### src/rtl/cave_cache_pkg.sv
// Shared constants, state encoding and byte-merge helper for the
// direct-mapped write-back cache entry controller.
package cave_cache_pkg;

    localparam int ENTRIES_D = 8;
    localparam int AW_D      = 30;
    localparam int DW_D      = 64;
    localparam int TW_D      = AW_D - $clog2(ENTRIES_D);

    // Entry layout: {valid, dirty, tag, data}
    localparam int DATA_MSB  = DW_D - 1;
    localparam int TAG_LSB   = DW_D;
    localparam int TAG_MSB   = TAG_LSB + TW_D - 1;
    localparam int DIRTY_BIT = TAG_MSB + 1;
    localparam int VALID_BIT = DIRTY_BIT + 1;

    typedef enum logic [2:0] {
        S_INIT,
        S_IDLE,
        S_LOOKUP,
        S_EVICT,
        S_FILL,
        S_FILL_WAIT
    } state_t;

    function automatic logic [DW_D-1:0] merge_bytes(
        input logic [DW_D-1:0]   old,
        input logic [DW_D-1:0]   din,
        input logic [DW_D/8-1:0] mask
    );
        logic [DW_D-1:0] res;
        res = old;
        for (int i = 0; i < DW_D/8; i++) begin
            if (mask[i]) res[i*8 +: 8] = din[i*8 +: 8];
        end
        return res;
    endfunction

endpackage

### src/rtl/cache_entry_ctrl.sv
// Write-back, write-allocate, direct-mapped cache controller driving the
// read/write ports of an external entry memory and a backing-memory port.
module cache_entry_ctrl
    import cave_cache_pkg::*;
#(
    parameter int ENTRIES = ENTRIES_D,
    parameter int AW      = AW_D,
    parameter int DW      = DW_D,
    parameter int IW      = $clog2(ENTRIES),
    parameter int TW      = AW - IW
) (
    input  logic               clock,
    input  logic               reset,
    input  logic               cpu_rd,
    input  logic               cpu_wr,
    input  logic [AW-1:0]      cpu_addr,
    input  logic [DW-1:0]      cpu_din,
    input  logic [DW/8-1:0]    cpu_mask,
    output logic               cpu_ack,
    output logic [DW-1:0]      cpu_dout,
    output logic [IW-1:0]      ent_rd_addr,
    output logic               ent_rd_en,
    input  logic [2+TW+DW-1:0] ent_rd_data,
    output logic [IW-1:0]      ent_wr_addr,
    output logic               ent_wr_en,
    output logic [2+TW+DW-1:0] ent_wr_data,
    output logic               mem_rd,
    output logic               mem_wr,
    output logic [AW-1:0]      mem_addr,
    output logic [DW-1:0]      mem_dout,
    input  logic               mem_wait,
    input  logic               mem_valid,
    input  logic [DW-1:0]      mem_din
);

    state_t           state;
    state_t           state_nx;
    logic [IW-1:0]    init_idx;
    logic             req_wr;
    logic [AW-1:0]    req_addr;
    logic [DW-1:0]    req_din;
    logic [DW/8-1:0]  req_mask;
    logic [TW-1:0]    old_tag;
    logic [DW-1:0]    old_data;

    logic [IW-1:0]    req_idx;
    logic [TW-1:0]    req_tag;
    logic             rd_valid;
    logic             rd_dirty;
    logic [TW-1:0]    rd_tag;
    logic [DW-1:0]    rd_data;
    logic             hit;
    logic [DW-1:0]    hit_merge;
    logic [DW-1:0]    fill_data;

    assign req_idx   = req_addr[IW-1:0];
    assign req_tag   = req_addr[AW-1:IW];
    assign rd_valid  = ent_rd_data[VALID_BIT];
    assign rd_dirty  = ent_rd_data[DIRTY_BIT];
    assign rd_tag    = ent_rd_data[TAG_MSB:TAG_LSB];
    assign rd_data   = ent_rd_data[DATA_MSB:0];
    assign hit       = rd_valid && (rd_tag == req_tag);
    assign hit_merge = merge_bytes(rd_data, req_din, req_mask);
    assign fill_data = req_wr ? merge_bytes(mem_din, req_din, req_mask)
                              : mem_din;

    // State register, init sweep counter, request and victim latches
    always_ff @(posedge clock) begin
        if (reset) begin
            state    <= S_INIT;
            init_idx <= '0;
            req_wr   <= 1'b0;
            req_addr <= '0;
            req_din  <= '0;
            req_mask <= '0;
            old_tag  <= '0;
            old_data <= '0;
        end else begin
            state <= state_nx;
            if (state == S_INIT) init_idx <= init_idx + 1'b1;
            if (state == S_IDLE && (cpu_rd || cpu_wr)) begin
                req_wr   <= cpu_wr;
                req_addr <= cpu_addr;
                req_din  <= cpu_din;
                req_mask <= cpu_mask;
            end
            if (state == S_LOOKUP) begin
                old_tag  <= rd_tag;
                old_data <= rd_data;
            end
        end
    end

    // Next-state and port drive; everything is forced quiet during reset
    always_comb begin
        state_nx    = state;
        cpu_ack     = 1'b0;
        cpu_dout    = '0;
        ent_rd_en   = 1'b0;
        ent_rd_addr = '0;
        ent_wr_en   = 1'b0;
        ent_wr_addr = '0;
        ent_wr_data = '0;
        mem_rd      = 1'b0;
        mem_wr      = 1'b0;
        mem_addr    = '0;
        mem_dout    = '0;
        unique case (state)
            S_INIT: begin
                ent_wr_en   = 1'b1;
                ent_wr_addr = init_idx;
                if (init_idx == IW'(ENTRIES - 1)) state_nx = S_IDLE;
            end
            S_IDLE: begin
                if (cpu_rd || cpu_wr) begin
                    ent_rd_en   = 1'b1;
                    ent_rd_addr = cpu_addr[IW-1:0];
                    state_nx    = S_LOOKUP;
                end
            end
            S_LOOKUP: begin
                if (hit) begin
                    cpu_ack  = 1'b1;
                    state_nx = S_IDLE;
                    if (req_wr) begin
                        ent_wr_en   = 1'b1;
                        ent_wr_addr = req_idx;
                        ent_wr_data = {1'b1, 1'b1, req_tag, hit_merge};
                        cpu_dout    = hit_merge;
                    end else begin
                        cpu_dout = rd_data;
                    end
                end else if (rd_valid && rd_dirty) begin
                    state_nx = S_EVICT;
                end else begin
                    state_nx = S_FILL;
                end
            end
            S_EVICT: begin
                mem_wr   = 1'b1;
                mem_addr = {old_tag, req_idx};
                mem_dout = old_data;
                if (!mem_wait) state_nx = S_FILL;
            end
            S_FILL: begin
                mem_rd   = 1'b1;
                mem_addr = {req_tag, req_idx};
                if (!mem_wait) state_nx = S_FILL_WAIT;
            end
            S_FILL_WAIT: begin
                if (mem_valid) begin
                    ent_wr_en   = 1'b1;
                    ent_wr_addr = req_idx;
                    ent_wr_data = {1'b1, req_wr, req_tag, fill_data};
                    cpu_ack     = 1'b1;
                    cpu_dout    = mem_din;
                    state_nx    = S_IDLE;
                end
            end
            default: state_nx = S_INIT;
        endcase
        if (reset) begin
            state_nx  = S_INIT;
            cpu_ack   = 1'b0;
            cpu_dout  = '0;
            ent_rd_en = 1'b0;
            ent_wr_en = 1'b0;
            mem_rd    = 1'b0;
            mem_wr    = 1'b0;
            mem_addr  = '0;
            mem_dout  = '0;
        end
    end

endmodule

### config.mk
export PLATFORM = sky130hd
export DESIGN_NAME = cache_entry_ctrl
export DESIGN_NICKNAME = d
export VERILOG_FILES = /design/src/rtl/cave_cache_pkg.sv /design/src/rtl/cache_entry_ctrl.sv
export SDC_FILE = /design/constraint.sdc
export NUM_CORES = 1
export LEC_CHECK = 0
export CORE_AREA = 3 3 203 205
export CTS_BUF_LIST = sky130_fd_sc_hd__clkbuf_8
export CTS_CLUSTER_SIZE = 25
export DETAILED_ROUTE_END_ITERATION = 6
export DIE_AREA = 0 0 206 208
export GPL_ROUTABILITY_DRIVEN = 0
export PLACE_DENSITY = 0.56
export SLEW_MARGIN = 20
export SYNTH_ARGS = -nofsm -noshare
export SYNTH_HDL_FRONTEND = slang
export SYNTH_SLANG_ARGS = --single-unit
### constraint.sdc
create_clock -name clock -period 4.33 [get_ports clock]
set_input_delay 0.866 -clock clock [delete_from_list [all_inputs] [get_ports clock]]
set_output_delay 0.866 -clock clock [all_outputs]
set_load 0.01 [all_outputs]
==> results.py, run 1 <==
metrics = {
    "status": {
        "status": "finished, final reports clean",
    },
    "placed_design": {
        "place_inst": 2592,
        "pre_cts_ws_ns": -0.705,
        "numPortBuffers": 526,
        "dp_hpwl_microns": 39500,
    },
    "power_and_ir_drop": {
        "power_density_nw_per_um2": 206,
        "sw_frac_of_total_pct": 24.8,
        "seq_power_share_pct": 50.3,
        "internal-power_mw": 2.78,
        "combinationalPowerShare_pct": 12.6,
        "clkPwrFrac_pct": 37.1,
        "p_sw_uw": 914,
        "peakVddDrop_v": 0.000185,
        "cellLeakagePower_nw": 7.00,
    },
    "sta": {
        "clock_skew_ns": 0.0133,
        "relSlewSlack_pct": 35.1,
        "setup_ws_ns": 0.110,
        "worstMarginPinSlew_ns": 0.973,
        "fin_tns_setup_ns": 0,
        "max_freq_ghz": 0.237,
        "whs_ns": 0.454,
        "period_share_pct": 97.5,
        "drv_slew": 0,
        "hold_viol": 0,
        "setup_violations": 0,
        "finalCriticalPeriod_ns": 4.22,
    },
    "routing": {
        "drc_errors": 0,
        "wl_microns": 54100,
        "ant_nets": 0,
        "post_drt_wl_per_cell_microns": 20.5,
        "route.vias.total": 13300,
        "routed_via_density": 5.02,
        "firstDrtPassIters": 5,
        "drtIter0Drc": 716,
    },
    "job": {
        "cap_violations": 0,
    },
    "worst_setup_path": {
        "arrival_ns": 3.35,
        "startpoint_type": "input pin",
        "rrSetupSlack_ns": 1.71,
        "critPathKind": "input pin to output port",
        "critical_path.max_fanout": 13,
        "worstPathRequired_ns": 3.46,
        "end_kind": "output port",
    },
    "logic_synthesis": {
        "synthArstFlopShare_pct": 0,
        "synth_seq_area_share_pct": 34.8,
        "yosysWarnings": 0,
        "synth_cells": 1621,
        "synth-seq-cells": 200,
        "synth-edff-count": 0,
        "syn-num-nets": 1888,
        "ys.flop_type": "dfxtp_1",
        "syn-cell-area_sq_um": 11500,
        "synthTopCellsByArea": "dfxtp_1 (35%), nand2_1 (16%), a21oi_1 (13%)",
        "ys_types": 46,
        "syn_area_per_cell_sq_um": 7.09,
        "synth_top_area_share_pct": 34.8,
        "synth.largest_area_cell": "dfxtp_1",
    },
    "clocking": {
        "numCtsBuffers": 17,
        "cts_tree": "done",
        "worst_skew_pair.late_latency_ns": 0.49,
        "clk_pin_slew_ns": 0.09,
        "cts_hold_buf": 0,
        "cts.htree.levels": 4,
        "clockBufferDepth": 2,
        "cts.sinks": 200,
        "cts_root_buffer": "clkbuf_8",
    },
    "global_routing": {
        "grt_max_degree": 100,
        "grt_pass1_wl_microns": 79800,
        "grt_use_total_pct": 24.1,
        "grt_pass1_vias": 12700,
        "antenna_found_initial": 3,
        "gr-total-overflow": 0,
    },
    "cells_and_area": {
        "area_growth_pct": 55.6,
        "final_util_pct": 45.2,
        "most-common-layout-cells": "nand2_1 (481), clkdlybuf4s50_1 (364), a21oi_1 (303)",
        "layout.nets": 2368,
        "drive_gt1_share_pct": 8.61,
        "multiInputGateArea_sq_um": 7030,
        "seq_area_sq_um": 4010,
        "final-instance-count-excl-fill": 2643,
        "fillers": 4127,
        "final_common_cell": "nand2_1",
    },
    "floorplanning": {
        "initial_core_util_pct": 29.0,
        "core_area_sq_um": 39600,
        "io_pins": 527,
        "die-area_sq_um": 42800,
        "die_w_microns": 206,
        "die_height_microns": 208,
        "row_count": 73,
    },
    "min_path": {
        "hp-class": "flip-flop to flip-flop",
    },
}
## registers in the layout, summed over array words and instances (netlist names)
name / cells
old_data: 64
req_din: 64
state: 3
req_mask: 8
init_idx: 3
req_addr: 30
old_tag: 27
req_wr: 1
## worst max-delay path, stage by stage
cell,delay [ns]
clkdlybuf4s50_1,0.52
xnor2_2,0.15
nand4_1,0.18
nor4_4,0.23
buf_4,0.18
nand4_4,0.15
or2_4,0.34
buf_6,0.15
buf_6,0.12
buf_12,0.14
o21ai_0,0.16
buf_2,0.16
## routing by layer
layer	track usage, %	routed length [microns]
met1	30.1	22700
met2	40.4	25800
met3	5.41	3770
met4	9.01	1790
met5	0	0
## per-stage QoR
step	area [sq um]	total power [mW]
2_1_floorplan	11500	2.02
3_3_place_gp	17400	2.36
3_5_place_dp	17400	2.36
4_1_cts	17800	3.74
5_1_grt	17900	3.83
6_report	17900	3.69
## area by class of cell
cell class | count | share of cell area, %
clock buffer | 18 | 1.38
clock inverter | 14 | 1.08
inverter | 12 | 0.252
antenna | 4 | 0.0559
multi-input combinational | 1272 | 39.3
tap | 525 | 3.67
timing repair buffer | 598 | 31.9
sequential | 200 | 22.4
## kinds of logic (layout without fill, tap and decap cells)
family,after synthesis,count (layout),share of synthesized area (%)
compound gates,484,484,24.1
flops,200,200,34.8
xor+xnor,28,28,2.13
fa+ha+maj,2,2,0.218
mux,80,80,6.96
other cells,0,4,0
simple gates,676,678,26.1
buf+inv,151,642,5.69
## synth_stat cells (2+ instances only)
cell type,instances
inv_1,12
buf_2,22
clkbuf_1,94
xor2_1,4
nand3_1,5
dfxtp_1,200
and3_1,48
mux2i_1,80
nand2_1,482
nand4_1,7
a2bb2oi_1,7
nor2b_1,2
o22ai_1,58
o21ai_2,30
and2_1,96
or2_1,2
buf_1,18
xnor2_1,24
buf_12,3
a22o_1,30
ha_1,2
nor2_1,18
o21ai_0,47
a21oi_1,303
nor3_1,5
nor4_1,2
## timing repair
action	CTS	global route
endpoints found under the setup margin	162	90
setup buffers	10	2
resized for setup	233	27
cloned	3	0
pin swaps	7	8
## power groups by stage
stage	logic (mW)	clock network, mW	registers (mW)
after floorplan	0.127	0	1.90
after global placement	0.463	0	1.90
after detailed placement	0.460	0	1.90
after CTS	0.464	1.42	1.86
after global routing	0.497	1.48	1.86
final	0.465	1.37	1.86
## final timing paths
kind | startpoint | to | cells after the start
max | ent_rd_data[71] | cpu_dout[12] | 12
min | old_data[46] | old_data[46] | 2
max reg2reg | state[0] | req_addr[3] | 8
min reg2reg | old_data[46] | old_data[46] | 2
No activity file was read; power rests on OpenSTA's default activity.
==> inputs of run 2 (changes only) <==
ABC_AREA = 1   (was not set)
CORE_AREA = 3 3 205 207   (was 3 3 203 205)
DIE_AREA = 0 0 208 210   (was 0 0 206 208)
SLEW_MARGIN = not set   (was 20)
==> results.py, run 2 <==
metrics = {
    "sta": {
        "worstMarginPinSlew_ns": 1.14,
        "max_freq_ghz": 0.238,
        "relSlewSlack_pct": 23.8,
        "period_share_pct": 97.1,
        "setup_violations": 0,
        "clock_skew_ns": 0.0123,
        "hold_viol": 0,
        "drv_slew": 0,
        "rsz0062_at_grt": "true",
        "finalCriticalPeriod_ns": 4.21,
    },
    "cells_and_area": {
        "layout.nets": 2680,
        "reg_top3": "old_data: 64 flops, req_din: 64 flops, req_addr: 30 flops",
        "final_common_cell": "nand2_1",
        "drive_gt1_share_pct": 7.01,
        "fillers": 4308,
        "most-common-layout-cells": "nand2_1 (419), clkdlybuf4s50_1 (401), nor2_1 (313)",
        "area_growth_pct": 56.8,
        "final-instance-count-excl-fill": 2964,
    },
    "global_routing": {
        "gr-total-overflow": 0,
        "busiest_layer": "met2",
        "grtUsageMet3_pct": 6.41,
        "grt_use_total_pct": 25.3,
        "use_met1_pct": 32.1,
        "grt_pass1_vias": 14100,
        "grt_pass1_wl_microns": 86300,
        "grt_max_degree": 89,
        "antenna_found_initial": 6,
        "grtUsageMet2_pct": 42.5,
    },
    "routing": {
        "ant_nets": 0,
        "drc_errors": 0,
        "firstDrtPassIters": 5,
        "drtIter0Drc": 1239,
        "routed_via_density": 4.97,
        "post_drt_wl_per_cell_microns": 19.9,
        "wl_microns": 59000,
        "route.vias.total": 14700,
    },
    "worst_setup_path": {
        "end_kind": "output port",
        "worstPathRequired_ns": 3.46,
        "r2r-end": "state[0]",
        "crit_start": "ent_rd_data[73]",
        "r2r_start": "state[2]",
        "critPathKind": "input pin to output port",
        "arrival_ns": 3.34,
        "critical_path.max_fanout": 21,
        "reg2reg_depth": 8,
        "rrSetupSlack_ns": 1.86,
        "startpoint_type": "input pin",
    },
    "logic_synthesis": {
        "syn-cell-area_sq_um": 11700,
        "synthArstFlopShare_pct": 0,
        "synth-seq-cells": 200,
        "synth_seq_area_share_pct": 34.1,
        "ys.flop_type": "dfxtp_1",
        "synth-edff-count": 0,
        "synth.most_common_cell": "nand2_1",
        "synth_top_area_share_pct": 34.1,
        "yosysWarnings": 0,
        "synthTopCellsByCount": "nand2_1 (419), nor2_1 (325), a21oi_1 (261), o21ai_0 (258), inv_1 (203)",
        "syn_area_per_cell_sq_um": 6.02,
        "synthTopCellsByArea": "dfxtp_1 (34%), nand2_1 (13%), a21oi_1 (11%)",
        "synth_cells": 1949,
        "syn-num-nets": 2216,
        "synth.largest_area_cell": "dfxtp_1",
        "ys_types": 29,
    },
    "power_and_ir_drop": {
        "seq_power_share_pct": 48.7,
        "clkPwrFrac_pct": 29.8,
        "cellLeakagePower_nw": 9.46,
        "combinationalPowerShare_pct": 21.6,
        "peakVddDrop_v": 0.000228,
        "p_total_mw": 4.98,
        "p_sw_mw": 1.60,
        "power_density_nw_per_um2": 270,
        "internal-power_mw": 3.38,
        "sw_frac_of_total_pct": 32.2,
    },
    "placed_design": {
        "dp_hpwl_microns": 42900,
        "numPortBuffers": 526,
        "place_inst": 2921,
    },
    "clocking": {
        "cts_root_buffer": "clkbuf_8",
        "cts.htree.levels": 4,
        "clk_pin_slew_ns": 0.11,
        "cts_tree": "done",
        "cts_hold_buf": 0,
        "worst_skew_pair.late_latency_ns": 0.50,
        "clockBufferDepth": 2,
        "numCtsBuffers": 17,
        "cts.sinks": 200,
    },
    "floorplanning": {
        "initial_core_util_pct": 28.9,
        "die_height_microns": 210,
        "die-area_sq_um": 43700,
        "row_count": 74,
        "die_w_microns": 208,
        "core_area_sq_um": 40600,
        "io_pins": 527,
    },
    "job": {
        "cap_violations": 0,
    },
    "min_path": {
        "whs_path_depth": 2,
        "hold_start": "old_data[20]",
        "hp-class": "flip-flop to flip-flop",
        "holdPathEnd": "old_data[20]",
    },
    "status": {
        "status": "finished, final reports clean",
    },
}
-- run 2: cell types whose count changed in the layout (fill, tap and decap cells not counted), sizes merged, moves of 37 or more --
cell / delta
and2: -97
and3: -48
buf: -49
clkdlybuf4s50: +37
dlygate4sd2: -121
dlymetal6s2s: +113
inv: +215
mux2i: -80
nand2: -48
nor2: +330
o21ai: +188
-- run 2: repair_timing --
item                                    in CTS  in global routing
endpoints found under the setup margin     130                146
hold endpoints to repair                     0                  0
resized for setup                           21                141
pin swaps                                    0                  2
setup buffers                                0                  3
cloned                                       0                  2
-- run 2: metrics by stage --
stage	hold WS (ns)	setup TNS (ns)	cell area (sq um)	utilization (%)	worst slack (ns)
2_1_floorplan	0.430	0	11700	-	1.40
3_3_place_gp	0.439	-4.51	17500	43.1	-0.160
3_5_place_dp	0.445	-2.06	17500	43.1	-0.113
4_1_cts	0.462	0	18000	44.3	0.00133
5_1_grt	0.480	-0.00499	18400	45.4	-0.00499
6_report	0.458	0	18400	45.4	0.125
-- run 2: worst max path at each step --
stage                            to  slack (ns)  cells past startpoint
floorplan           ent_wr_data[17]        1.40                     12
global placement     ent_wr_data[1]       -0.16                     13
detailed placement  ent_wr_data[65]       -0.11                     15
CTS                    cpu_dout[39]       0.001                     15
global route        ent_wr_data[56]      -0.005                     14
finish              ent_wr_data[56]        0.12                     14
-- run 2: kinds of logic (layout without fill, tap and decap cells) --
| group | after synthesis | in the layout | share of synthesized area [%] |
|---|---|---|---|
| simple gates | 798 | 798 | 27.0 |
| compound gates | 591 | 591 | 26.2 |
| buf+inv | 358 | 835 | 12.5 |
| flops | 200 | 200 | 34.1 |
| fa+ha+maj | 2 | 2 | 0.213 |
| other cells | 0 | 6 | 0 |
-- run 2: worst max-delay path, stage by stage --
cell and delay (ns):
clkdlybuf4s50_1 0.51, inv_1 0.06, nand2_1 0.06, nand2_1 0.07, nor2_2 0.12, nand2_1 0.06, nor2_1 0.13, nand2_2 0.12
nor2_8 0.19, nand2_8 0.12, buf_16 0.20, o21ai_1 0.16, buf_4 0.13, clkdlybuf4s50_1 0.53
-- run 2: final cells by class --
type	instances	area (sq um)	area share, %
Multi-Input combinational cell	1391	6350	34.5
Timing Repair Buffer	564	5960	32.4
Sequential cell	200	4000	21.7
Inverter	238	925	5.02
Tap cell	532	666	3.62
Clock buffer	18	248	1.35
Clock inverter	14	234	1.27
Antenna cell	6	15.0	0.0816
Timing Repair inverter	1	8.76	0.0476
-- run 2: power by group through the flow --
| stage | clock network, mW | registers [mW] | logic, mW |
|---|---|---|---|
| final | 1.48 | 2.42 | 1.07 |
| after floorplan | 0 | 2.39 | 0.569 |
| after CTS | 1.53 | 2.42 | 1.07 |
| after global routing | 1.59 | 2.46 | 1.20 |
| after detailed placement | 0 | 2.45 | 1.06 |
| after global placement | 0 | 2.45 | 1.05 |
-- run 2: layer usage --
layer / routed length, microns / vias to the layer above
met3: 5000 / 78
met1: 24300 / 6812
met2: 28200 / 675
li1: - / 7158
met4: 1480 / 2
met5: 13 / -
